`src/rtl/bcd2bin_arbiter.sv`:
```
// bcd2bin_arbiter: two requesters share one digit-serial BCD-to-binary engine.
// A round-robin arbiter admits one operand at a time. The engine then folds one
// BCD digit per clock into a binary accumulator, most-significant digit first.
// The result is held on a valid/ready response channel until the consumer takes it.
module bcd2bin_arbiter #(
    parameter int N = 4
) (
    input  logic           clk,
    input  logic           rst,
    input  logic           req0_valid,
    input  logic [4*N-1:0] req0_bcd,
    output logic           req0_ready,
    input  logic           req1_valid,
    input  logic [4*N-1:0] req1_bcd,
    output logic           req1_ready,
    output logic           rsp_valid,
    input  logic           rsp_ready,
    output logic [4*N-1:0] rsp_bin,
    output logic           rsp_id,
    output logic           rsp_err
);

    localparam int W  = 4 * N;
    localparam int CW = (N > 1) ? $clog2(N) : 1;

    typedef enum logic [1:0] {
        ST_IDLE = 2'd0,
        ST_CONV = 2'd1,
        ST_DONE = 2'd2
    } state_t;

    state_t         r_state;
    state_t         w_state_nxt;
    logic           r_prio;
    logic           r_id;
    logic           r_err;
    logic [W-1:0]   r_acc;
    logic [W-1:0]   r_opnd;
    logic [CW-1:0]  r_cnt;

    logic           w_grant0;
    logic           w_grant1;
    logic           w_accept;
    logic           w_rsp_hs;
    logic [3:0]     w_digit;
    logic [W-1:0]   w_acc_nxt;

    // A nibble above 9 is not a decimal digit; it is still folded, only flagged.
    function automatic logic nibble_invalid(input logic [3:0] d);
        return (d > 4'd9);
    endfunction

    // Round-robin grant; readys are only offered while the engine is idle.
    always_comb begin
        w_grant0 = req0_valid && (!req1_valid || (r_prio == 1'b0));
        w_grant1 = req1_valid && (!req0_valid || (r_prio == 1'b1));
        if (r_state == ST_IDLE) begin
            req0_ready = w_grant0;
            req1_ready = w_grant1;
        end else begin
            req0_ready = 1'b0;
            req1_ready = 1'b0;
        end
        w_accept = req0_ready || req1_ready;
        w_rsp_hs = (r_state == ST_DONE) && rsp_ready;
    end

    // Current digit and the next accumulator value (acc*10 + digit, never overflows).
    always_comb begin
        w_digit   = r_opnd[{r_cnt, 2'b00} +: 4];
        w_acc_nxt = (r_acc * W'(10)) + W'(w_digit);
    end

    // Next-state logic for the IDLE -> CONV -> DONE sequence.
    always_comb begin
        w_state_nxt = r_state;
        case (r_state)
            ST_IDLE: begin
                if (w_accept) begin
                    w_state_nxt = ST_CONV;
                end else begin
                    w_state_nxt = ST_IDLE;
                end
            end
            ST_CONV: begin
                if (r_cnt == CW'(0)) begin
                    w_state_nxt = ST_DONE;
                end else begin
                    w_state_nxt = ST_CONV;
                end
            end
            ST_DONE: begin
                if (w_rsp_hs) begin
                    w_state_nxt = ST_IDLE;
                end else begin
                    w_state_nxt = ST_DONE;
                end
            end
            default: begin
                w_state_nxt = ST_IDLE;
            end
        endcase
    end

    // State register.
    always_ff @(posedge clk) begin
        if (rst) begin
            r_state <= ST_IDLE;
        end else begin
            r_state <= w_state_nxt;
        end
    end

    // Operand capture, digit folding and priority rotation after each response.
    always_ff @(posedge clk) begin
        if (rst) begin
            r_prio <= 1'b0;
            r_id   <= 1'b0;
            r_err  <= 1'b0;
            r_acc  <= '0;
            r_opnd <= '0;
            r_cnt  <= '0;
        end else begin
            case (r_state)
                ST_IDLE: begin
                    if (w_accept) begin
                        r_opnd <= w_grant1 ? req1_bcd : req0_bcd;
                        r_id   <= w_grant1;
                        r_acc  <= '0;
                        r_err  <= 1'b0;
                        r_cnt  <= CW'(N - 1);
                    end
                end
                ST_CONV: begin
                    r_acc <= w_acc_nxt;
                    r_err <= r_err | nibble_invalid(w_digit);
                    if (r_cnt != CW'(0)) begin
                        r_cnt <= r_cnt - CW'(1);
                    end
                end
                ST_DONE: begin
                    // Hand priority to the requester that was not just served.
                    if (rsp_ready) begin
                        r_prio <= ~r_id;
                    end
                end
                default: begin
                    r_cnt <= '0;
                end
            endcase
        end
    end

    assign rsp_valid = (r_state == ST_DONE);
    assign rsp_bin   = r_acc;
    assign rsp_id    = r_id;
    assign rsp_err   = r_err;

endmodule

```
`config.mk`:
```
export PLATFORM = sky130hd
export DESIGN_NAME = bcd2bin_arbiter
export DESIGN_NICKNAME = d
export VERILOG_FILES = /design/src/rtl/bcd2bin_arbiter.sv
export SDC_FILE = /design/constraint.sdc
export NUM_CORES = 1
export LEC_CHECK = 0
export CORE_UTILIZATION = 56
export DETAILED_ROUTE_END_ITERATION = 10
export GPL_TIMING_DRIVEN = 0
export PLACE_DENSITY = 0.86
export SLEW_MARGIN = 25
export SYNTH_ARGS = -nofsm -noshare
export SYNTH_HDL_FRONTEND = slang
export SYNTH_SLANG_ARGS = --single-unit
```
`constraint.sdc`:
```
create_clock -name clk -period 4.6 [get_ports clk]
set_clock_uncertainty 0.1 [all_clocks]
set_input_delay 0.46 -clock clk [delete_from_list [all_inputs] [get_ports clk]]
set_output_delay 0.46 -clock clk [all_outputs]
set_load 0.01 [all_outputs]
```
### Word-level counts from Yosys, hierarchy flattened

Index checks and enable logic that the tools add are counted.

* $lt $le $gt $ge: 1
* bitwise gates (word level): 4
* multiply operators: 1
* add/subtract/negate cells: 2
* reductions and logical operators: 16
* multiplexer cells: 14
* eq/ne operators: 4
* shift operators: 1

Operator list (count)
* two-way mux 16 bit: 2
* one-hot mux 16 bit (2 select lines): 1
* adder 16 x 4 -> 16 bit: 1
* multiplier 16 x 3 -> 15 bit, second input constant: 1
* variable part select 16 x 5 -> 4 bit: 1
* one-hot mux 2 bit (3 select lines): 2
* two-way mux 2 bit: 4
* AND reduction 2 bit: 3
* > comparator 4 bit, second input constant: 1
* logical NOT 2 bit: 2
* two-way mux 1 bit: 4
* inequality test 2 bit, second input constant: 2
* nonzero test 2 bit: 2
* logical AND 1 bit: 3
* logical OR 1 bit: 3
* inverter 1 bit: 3
* AND reduction 3 bit: 1
* == test 2 x 1 -> 1 bit, second input constant: 1
* == test 2 bit, second input constant: 1
* logical NOT 1 bit: 2
* one-hot mux 1 bit (2 select lines): 1
* subtractor 2 x 1 -> 2 bit, second input constant: 1
* OR 1 bit: 1

* bits of input ports: 37
* register bits: 39
* logic and storage cells: 50

### Depth between registers and ports, before layout

Gate-level depths: netlist (run 1).

* depth in word-level cells: 7
* depth in mapped cells: 11

### Worst setup path after synthesis (run 1)

Ideal clock, no wire load.

* kind: flip-flop to flip-flop
* start: register r_acc[1] (netlist: rsp_bin[1])
* end: register r_acc[15] (netlist: rsp_bin[15])
* arrival: 2962 ps
* setup time: 119 ps
* path buffers: 0
* cell stages (with the launch flop): 11
* path slack: 1419 ps
* cell sequence: dfxtp_1 > ha_1 > ha_1 > fa_1 > a21o_1 > or4_1 > o32ai_2 > nand4bb_2 > a2111oi_4 > xnor2_1 > o21ai_1

* longest elaborated chain between the ends: 3

RTL lines
* start: declaration: RTL line 37 `logic [W-1:0] r_acc;`
* start signal: assignment: RTL line 135 `r_acc <= w_acc_nxt;`
* multiplier 16 x 3 -> 15 bit: RTL line 71 `w_acc_nxt = (r_acc * W'(10)) + W'(w_digit);`
* adder 16 x 4 -> 16 bit: RTL line 71
* one-hot mux 16 bit (2 select lines): RTL line 124 `case (r_state)`

No other way between the ends.
A chain may end at the register's enable or synchronous reset.

### Worst setup path in the final report (run 1)

Same ends and word-level chain as after synthesis.

==> flow_metrics.env, run 1 <==
export IMPL_status="completed"
export IMPL_yosys_warnings=0
export IMPL_dieWidth_um=73.1
export IMPL_arrival_ps=3510
export IMPL_rsz0062_at_grt="no"
export IMPL_path_cells="ha_1 -> ha_1 -> fa_1 -> a211oi_1 -> nor2_2 -> o221a_1 -> or3_4 -> a2111oi_4 -> xnor2_1 -> o21ai_1"
export IMPL_synthArstFlopShare=0
export IMPL_tns_ps=0
export IMPL_setup_viol=0
export IMPL_antenna_found_initial=0
export IMPL_reg2reg_to="rsp_bin[15]$_SDFFE_PP0P_"
export IMPL_regToRegSetupSlack_ps=1180
export IMPL_path_max_fanout=5
export IMPL_grt_pass1_wl_um=11800
export IMPL_hp_class="flip-flop to flip-flop"
export IMPL_power_density_mw_per_mm2=273
export IMPL_syn_area_mm2=0.00283
export IMPL_final_util=0.746
export IMPL_slowest_delay_ps=480
export IMPL_drive_gt1_frac=0.0608
export IMPL_final_net_count=461
export IMPL_cts_sinks=39
export IMPL_dr_first_iter_drc_count=150
export IMPL_synth_edf_count=0
export IMPL_fin_crit_ps=3420
export IMPL_drc=0
export IMPL_dr_pass1_iters=4
export IMPL_postCtsSetupRepairBufs=0
export IMPL_post_cts_resized=0
export IMPL_hold_buffers=0
export IMPL_hold_end="rsp_bin[15]$_SDFFE_PP0P_"
export IMPL_grt_start_max_net_pins=12
export IMPL_path_delay_family="compound AO/OA/AOI/OAI gates"
export IMPL_synth_main_ff_cell="dfxtp_1"
export IMPL_gp_congestion=0.851
export IMPL_fmax_ghz=0.292
export IMPL_peakVddDrop_v=0.000193
export IMPL_dpl_hpwl_um=5480
export IMPL_path_clk_slew_ps=70
export IMPL_port_buffers=57
export IMPL_cts_buffer_depth=2
export IMPL_power_leakage_uw=0.00151
export IMPL_die_h_um=73.1
export IMPL_timing_worst_setup_path_type="flip-flop to flip-flop"
export IMPL_path_buf_inv=0
export IMPL_r2r_start="rsp_bin[1]$_SDFFE_PP0P_"
export IMPL_synth_area_leaders="dfxtp_1, ha_1, mux2i_1"
export IMPL_avgViaCountPerCell=5.85
export IMPL_wl_um=7110
export IMPL_synth_commonest_cells="dfxtp_1, nor2_1, ha_1"
export IMPL_ant_nets=0
export IMPL_final_area_mm2=0.00357
export IMPL_ys_ff_latch=39
export IMPL_synth_cells=331
export IMPL_ff2ff_path_depth=10
export IMPL_crit_path_frequent_cell="ha_1"
export IMPL_slew_viol_final=0
export IMPL_ioPinCount=58
export IMPL_whs_path_depth=2
export IMPL_drv_cap=0
export IMPL_placed_cell_area_mm2=0.00348
export IMPL_crit_path_end_kind="flip-flop"
export IMPL_finalCritPeriodShare=0.744
export IMPL_hold_path_startpoint="rsp_bin[15]$_SDFFE_PP0P_"
export IMPL_numCtsBuffers=5
export IMPL_n_fill_cell=367
export IMPL_synth_most_common_cell="dfxtp_1"
export IMPL_die_area_mm2=0.00534
export IMPL_synth_top_area_cell="dfxtp_1"
export IMPL_grt_overflow_total=0
export IMPL_core_mm2=0.00479
export IMPL_cts_tree="done"
export IMPL_grt_pass1_vias=2528
export IMPL_syn_num_nets=397
export IMPL_syn_area_per_cell_um2=8.55
export IMPL_num_rows=25
export IMPL_diodes=0
export IMPL_start_util=0.591
export IMPL_hold_violations=0
export IMPL_start_kind="flip-flop"
export IMPL_worstMarginPinSlew_ps=625
export IMPL_ys_seq_area_frac=0.276
export IMPL_yosys_cell_types_count=50
export IMPL_htreeDepth=2
export IMPL_cts_root_buffer="clkbuf_8"
export IMPL_insertion_delay_ps=300
export IMPL_synthToLayoutAreaGrowth_pct=26.2
export IMPL_vias=2703
export IMPL_holdWs_ps=351
export IMPL_wire_per_inst_um=15.4
export IMPL_slowest_stage="dfxtp_1"
export IMPL_slew_headroom=0.580
export IMPL_grt_use_total=0.288
export IMPL_worstPathRequired_ps=4680
export IMPL_synth_top_area_share=0.276
-- sequential cells by signal, summed over array words and instances (netlist names) --
signal and flops:
rsp_bin 16, rsp_err 1, r_state 2, r_cnt 2, rsp_id 1, r_opnd 16, r_prio 1
-- worst register-to-register path: cells and delay by family, from the launching register on --
family	cells	cell delay, ps
AOI/OAI and AO/OA	4	1020
and+or+nand+nor	2	540
adders and majority gates	3	990
DFF	1	480
xor gates and xnor gates	1	170
-- logic make-up (layout without fill, tap and decap cells) --
family / count (synthesis) / in the layout / synth area share
xor gates and xnor gates: 18 / 18 / 0.0557
adders and majority gates: 29 / 29 / 0.134
AOI/OAI and AO/OA: 85 / 85 / 0.208
buffers and inverters: 30 / 94 / 0.0407
DFF: 39 / 39 / 0.276
muxes: 23 / 23 / 0.0991
and+or+nand+nor: 107 / 107 / 0.187
-- final cells by class --
type	count	area (um2)	area share
Buffer	18	70.1	0.0196
Clock buffer	6	82.6	0.0231
Clock inverter	1	5.00	0.00140
Inverter	12	45.0	0.0126
Multi-Input combinational cell	262	1930	0.541
Sequential cell	39	781	0.219
Tap cell	67	83.8	0.0235
Timing Repair Buffer	57	571	0.160
-- placed cells by master, fill, tap and decap left out, types with 2 or more instances in the layout --
cell type,instances
a211oi_1,21
a21o_1,5
a21oi_1,25
a311oi_1,3
a31oi_1,2
buf_2,2
clkbuf_1,15
clkbuf_8,6
clkdlybuf4s50_1,57
dfxtp_1,39
fa_1,2
ha_1,27
inv_1,12
mux2i_1,19
mux4_2,4
nand2_1,25
nand2b_1,2
nand3_1,13
nand4b_1,3
nor2_1,36
nor2b_1,2
nor3_1,9
nor3b_1,2
o211ai_1,4
o21a_1,2
o21ai_0,10
o21ai_1,3
or2_2,3
or4_1,2
xnor2_1,10
xor2_1,8
-- power by group --
part | internal (uW) | switching (uW) | total, uW
Clock | 118 | 119 | 237
Combinational | 152 | 182 | 334
Sequential | 374 | 29.1 | 404
-- how the worst max path moves through the flow --
stage | from | endpoint | slack, ps | cells past startpoint
final | rsp_bin[1]$_SDFFE_PP0P_ | rsp_bin[15]$_SDFFE_PP0P_ | 1180 | 10
after detailed placement | rsp_bin[1]$_SDFFE_PP0P_ | rsp_bin[15]$_SDFFE_PP0P_ | 1190 | 10
after floorplan | rsp_bin[1]$_SDFFE_PP0P_ | rsp_bin[15]$_SDFFE_PP0P_ | 1420 | 10
after CTS | rsp_bin[1]$_SDFFE_PP0P_ | rsp_bin[15]$_SDFFE_PP0P_ | 1180 | 10
after global routing | rsp_bin[1]$_SDFFE_PP0P_ | rsp_bin[13]$_SDFFE_PP0P_ | 910 | 10
after global placement | rsp_bin[1]$_SDFFE_PP0P_ | rsp_bin[15]$_SDFFE_PP0P_ | 1240 | 10
-- per-layer routing --
| layer | vias to the layer above | wire length, um | track usage |
|---|---|---|---|
| li1 | 1338 | - | - |
| met1 | 1265 | 3340 | 0.393 |
| met2 | 85 | 3340 | 0.452 |
| met3 | 15 | 318 | 0.0622 |
| met4 | 0 | 115 | 0.0915 |
| met5 | - | 0 | 0 |
-- through the flow --
stage                     total power (uW)  instances  setup WS (ps)
after floorplan                        621        331           1420
after global placement                 723        455           1240
after detailed placement               738        455           1190
after CTS                              969        462           1180
after global routing                  1030        462            905
final                                  974        462           1180
(Power assumes the default switching activity.)
==> run 2: changes to the inputs <==
--- a/config.mk
+++ b/config.mk
@@ -5,10 +5,10 @@
 export SDC_FILE = /design/constraint.sdc
 export NUM_CORES = 1
 export LEC_CHECK = 0
-export CORE_UTILIZATION = 56
+export CORE_UTILIZATION = 52
 export DETAILED_ROUTE_END_ITERATION = 10
 export GPL_TIMING_DRIVEN = 0
-export PLACE_DENSITY = 0.86
+export PLACE_DENSITY = 0.81
 export SLEW_MARGIN = 25
 export SYNTH_ARGS = -nofsm -noshare
 export SYNTH_HDL_FRONTEND = slang
==> constraint.sdc (replaced) <==
create_clock -name clk -period 3.4 [get_ports clk]
set_clock_uncertainty 0.1 [all_clocks]
set_input_delay 0.34 -clock clk [delete_from_list [all_inputs] [get_ports clk]]
set_output_delay 0.34 -clock clk [all_outputs]
set_load 0.01 [all_outputs]
==> flow_metrics.env, run 2 (synthesized netlist as in run 1, its figures left out) <==
export IMPL_status="completed"
export IMPL_postCtsSetupRepairBufs=0
export IMPL_n_fill_cell=430
export IMPL_start_util=0.547
export IMPL_ff_latch_area_um2=783
export IMPL_grt_use_total=0.247
export IMPL_diodes=0
export IMPL_avgViaCountPerCell=5.68
export IMPL_die_area_mm2=0.00574
export IMPL_worstMarginPinSlew_ps=572
export IMPL_cts_root_buffer="clkbuf_8"
export IMPL_finalCritPeriodShare=0.950
export IMPL_synthToLayoutAreaGrowth_pct=27.0
export IMPL_port_buffers=57
export IMPL_ant_nets=0
export IMPL_power_density_mw_per_mm2=362
export IMPL_placed_cell_area_mm2=0.00349
export IMPL_hp_class="flip-flop to flip-flop"
export IMPL_rsz0062_at_grt="no"
export IMPL_num_rows=26
export IMPL_drc=0
export IMPL_dpl_hpwl_um=5280
export IMPL_insertion_delay_ps=290
export IMPL_final_cell_count_no_fill=465
export IMPL_final_common_cell="clkdlybuf4s50_1"
export IMPL_setup_viol=0
export IMPL_holdWs_ps=345
export IMPL_dp_cells=458
export IMPL_grt_overflow_total=0
export IMPL_dieWidth_um=75.8
export IMPL_fin_crit_ps=3230
export IMPL_crit_path_end_kind="flip-flop"
export IMPL_hold_violations=0
export IMPL_wl_um=6700
export IMPL_cts_buffer_depth=2
export IMPL_antenna_found_initial=0
export IMPL_ioPinCount=58
export IMPL_slew_viol_final=0
export IMPL_gp_congestion=0.872
export IMPL_power_leakage_uw=0.00151
export IMPL_core_mm2=0.00517
export IMPL_numCtsBuffers=5
export IMPL_drv_cap=0
export IMPL_hold_buffers=0
export IMPL_path_clk_slew_ps=80
export IMPL_final_util=0.694
export IMPL_grt_pass1_wl_um=10700
export IMPL_wire_per_inst_um=14.4
export IMPL_cts_sinks=39
export IMPL_vias=2642
export IMPL_tns_ps=0
export IMPL_multi_input_area_mm2=0.00195
export IMPL_path_max_fanout=5
export IMPL_dr_pass1_iters=4
export IMPL_worstPathRequired_ps=3490
export IMPL_die_h_um=75.8
export IMPL_peakVddDrop_v=0.000313
export IMPL_final_cell_mix="clkdlybuf4s50_1, dfxtp_1, nor2_1, ha_1, nand2_1"
export IMPL_final_net_count=460
export IMPL_final_area_mm2=0.00359
export IMPL_grt_pass1_vias=2265
export IMPL_htreeDepth=2
export IMPL_drive_gt1_frac=0.0785
export IMPL_arrival_ps=3320
export IMPL_start_kind="flip-flop"
export IMPL_dr_first_iter_drc_count=112
export IMPL_timing_worst_setup_path_type="flip-flop to flip-flop"
export IMPL_fmax_ghz=0.309
export IMPL_grt_start_max_net_pins=14
export IMPL_slew_headroom=0.616
export IMPL_cts_tree="done"
==> run 2: cell types whose count changed in the layout (fill, tap and decap cells not counted), sizes merged <==
cell	before	now
clkbuf	21	19
clkinvlp	0	2
==> run 2: final timing paths <==
| path | from | slack, ps | cells after the start | to |
|---|---|---|---|---|
| max reg2reg | rsp_bin[1]$_SDFFE_PP0P_ | 170 | 10 | rsp_bin[15]$_SDFFE_PP0P_ |
| max | rsp_bin[1]$_SDFFE_PP0P_ | 170 | 10 | rsp_bin[15]$_SDFFE_PP0P_ |
| min reg2reg | rsp_bin[15]$_SDFFE_PP0P_ | 340 | 2 | rsp_bin[15]$_SDFFE_PP0P_ |
| min | rsp_bin[15]$_SDFFE_PP0P_ | 340 | 2 | rsp_bin[15]$_SDFFE_PP0P_ |
==> run 2: power breakdown <==
| group | switching (uW) | leakage [uW] | internal (uW) |
|---|---|---|---|
| registers | 42.7 | 0.000321 | 507 |
| logic | 232 | 0.00115 | 204 |
| clock network | 171 | 0.0000402 | 143 |
| total | 446 | 0.00151 | 854 |
==> run 2: repair_timing <==
action / 4_1_cts / 5_1_grt
endpoints found under the hold margin: 0 / 0
resized for setup: 0 / 6
endpoints found under the setup margin: 0 / 6
==> run 2: layer usage <==
layer	part of all wire	global-route usage	wire, um	vias to the layer above
met5	0	0	0	-
met4	0.0064	0.0514	43	0
met1	0.49	0.348	3300	1228
met2	0.46	0.391	3090	72
met3	0.040	0.0489	266	5
li1	-	-	-	1337
==> run 2: layout make-up <==
| type | instances | area share |
|---|---|---|
| multi-input combinational | 262 | 0.543 |
| timing repair buffer | 57 | 0.159 |
| buffer | 17 | 0.0185 |
| inverter | 12 | 0.0125 |
| clock inverter | 3 | 0.00557 |
| sequential | 39 | 0.218 |
| tap | 70 | 0.0244 |
| clock buffer | 5 | 0.0192 |
==> run 2: critical path, stage by stage (launching register included) <==
cell,delay [ps]
dfxtp_2,370
ha_1,310
ha_1,250
fa_2,390
a21o_1,210
or4_1,490
o32ai_2,180
nand4bb_2,230
a2111oi_4,370
xnor2_1,160
o21ai_1,70
==> run 2: through the flow <==
step | setup WS, ps | power [uW]
6_report | 168 | 1300
5_1_grt | 44.6 | 1390
4_1_cts | 13.3 | 1300
3_5_place_dp | 46.0 | 991
3_3_place_gp | 49.4 | 979
2_1_floorplan | 219 | 840
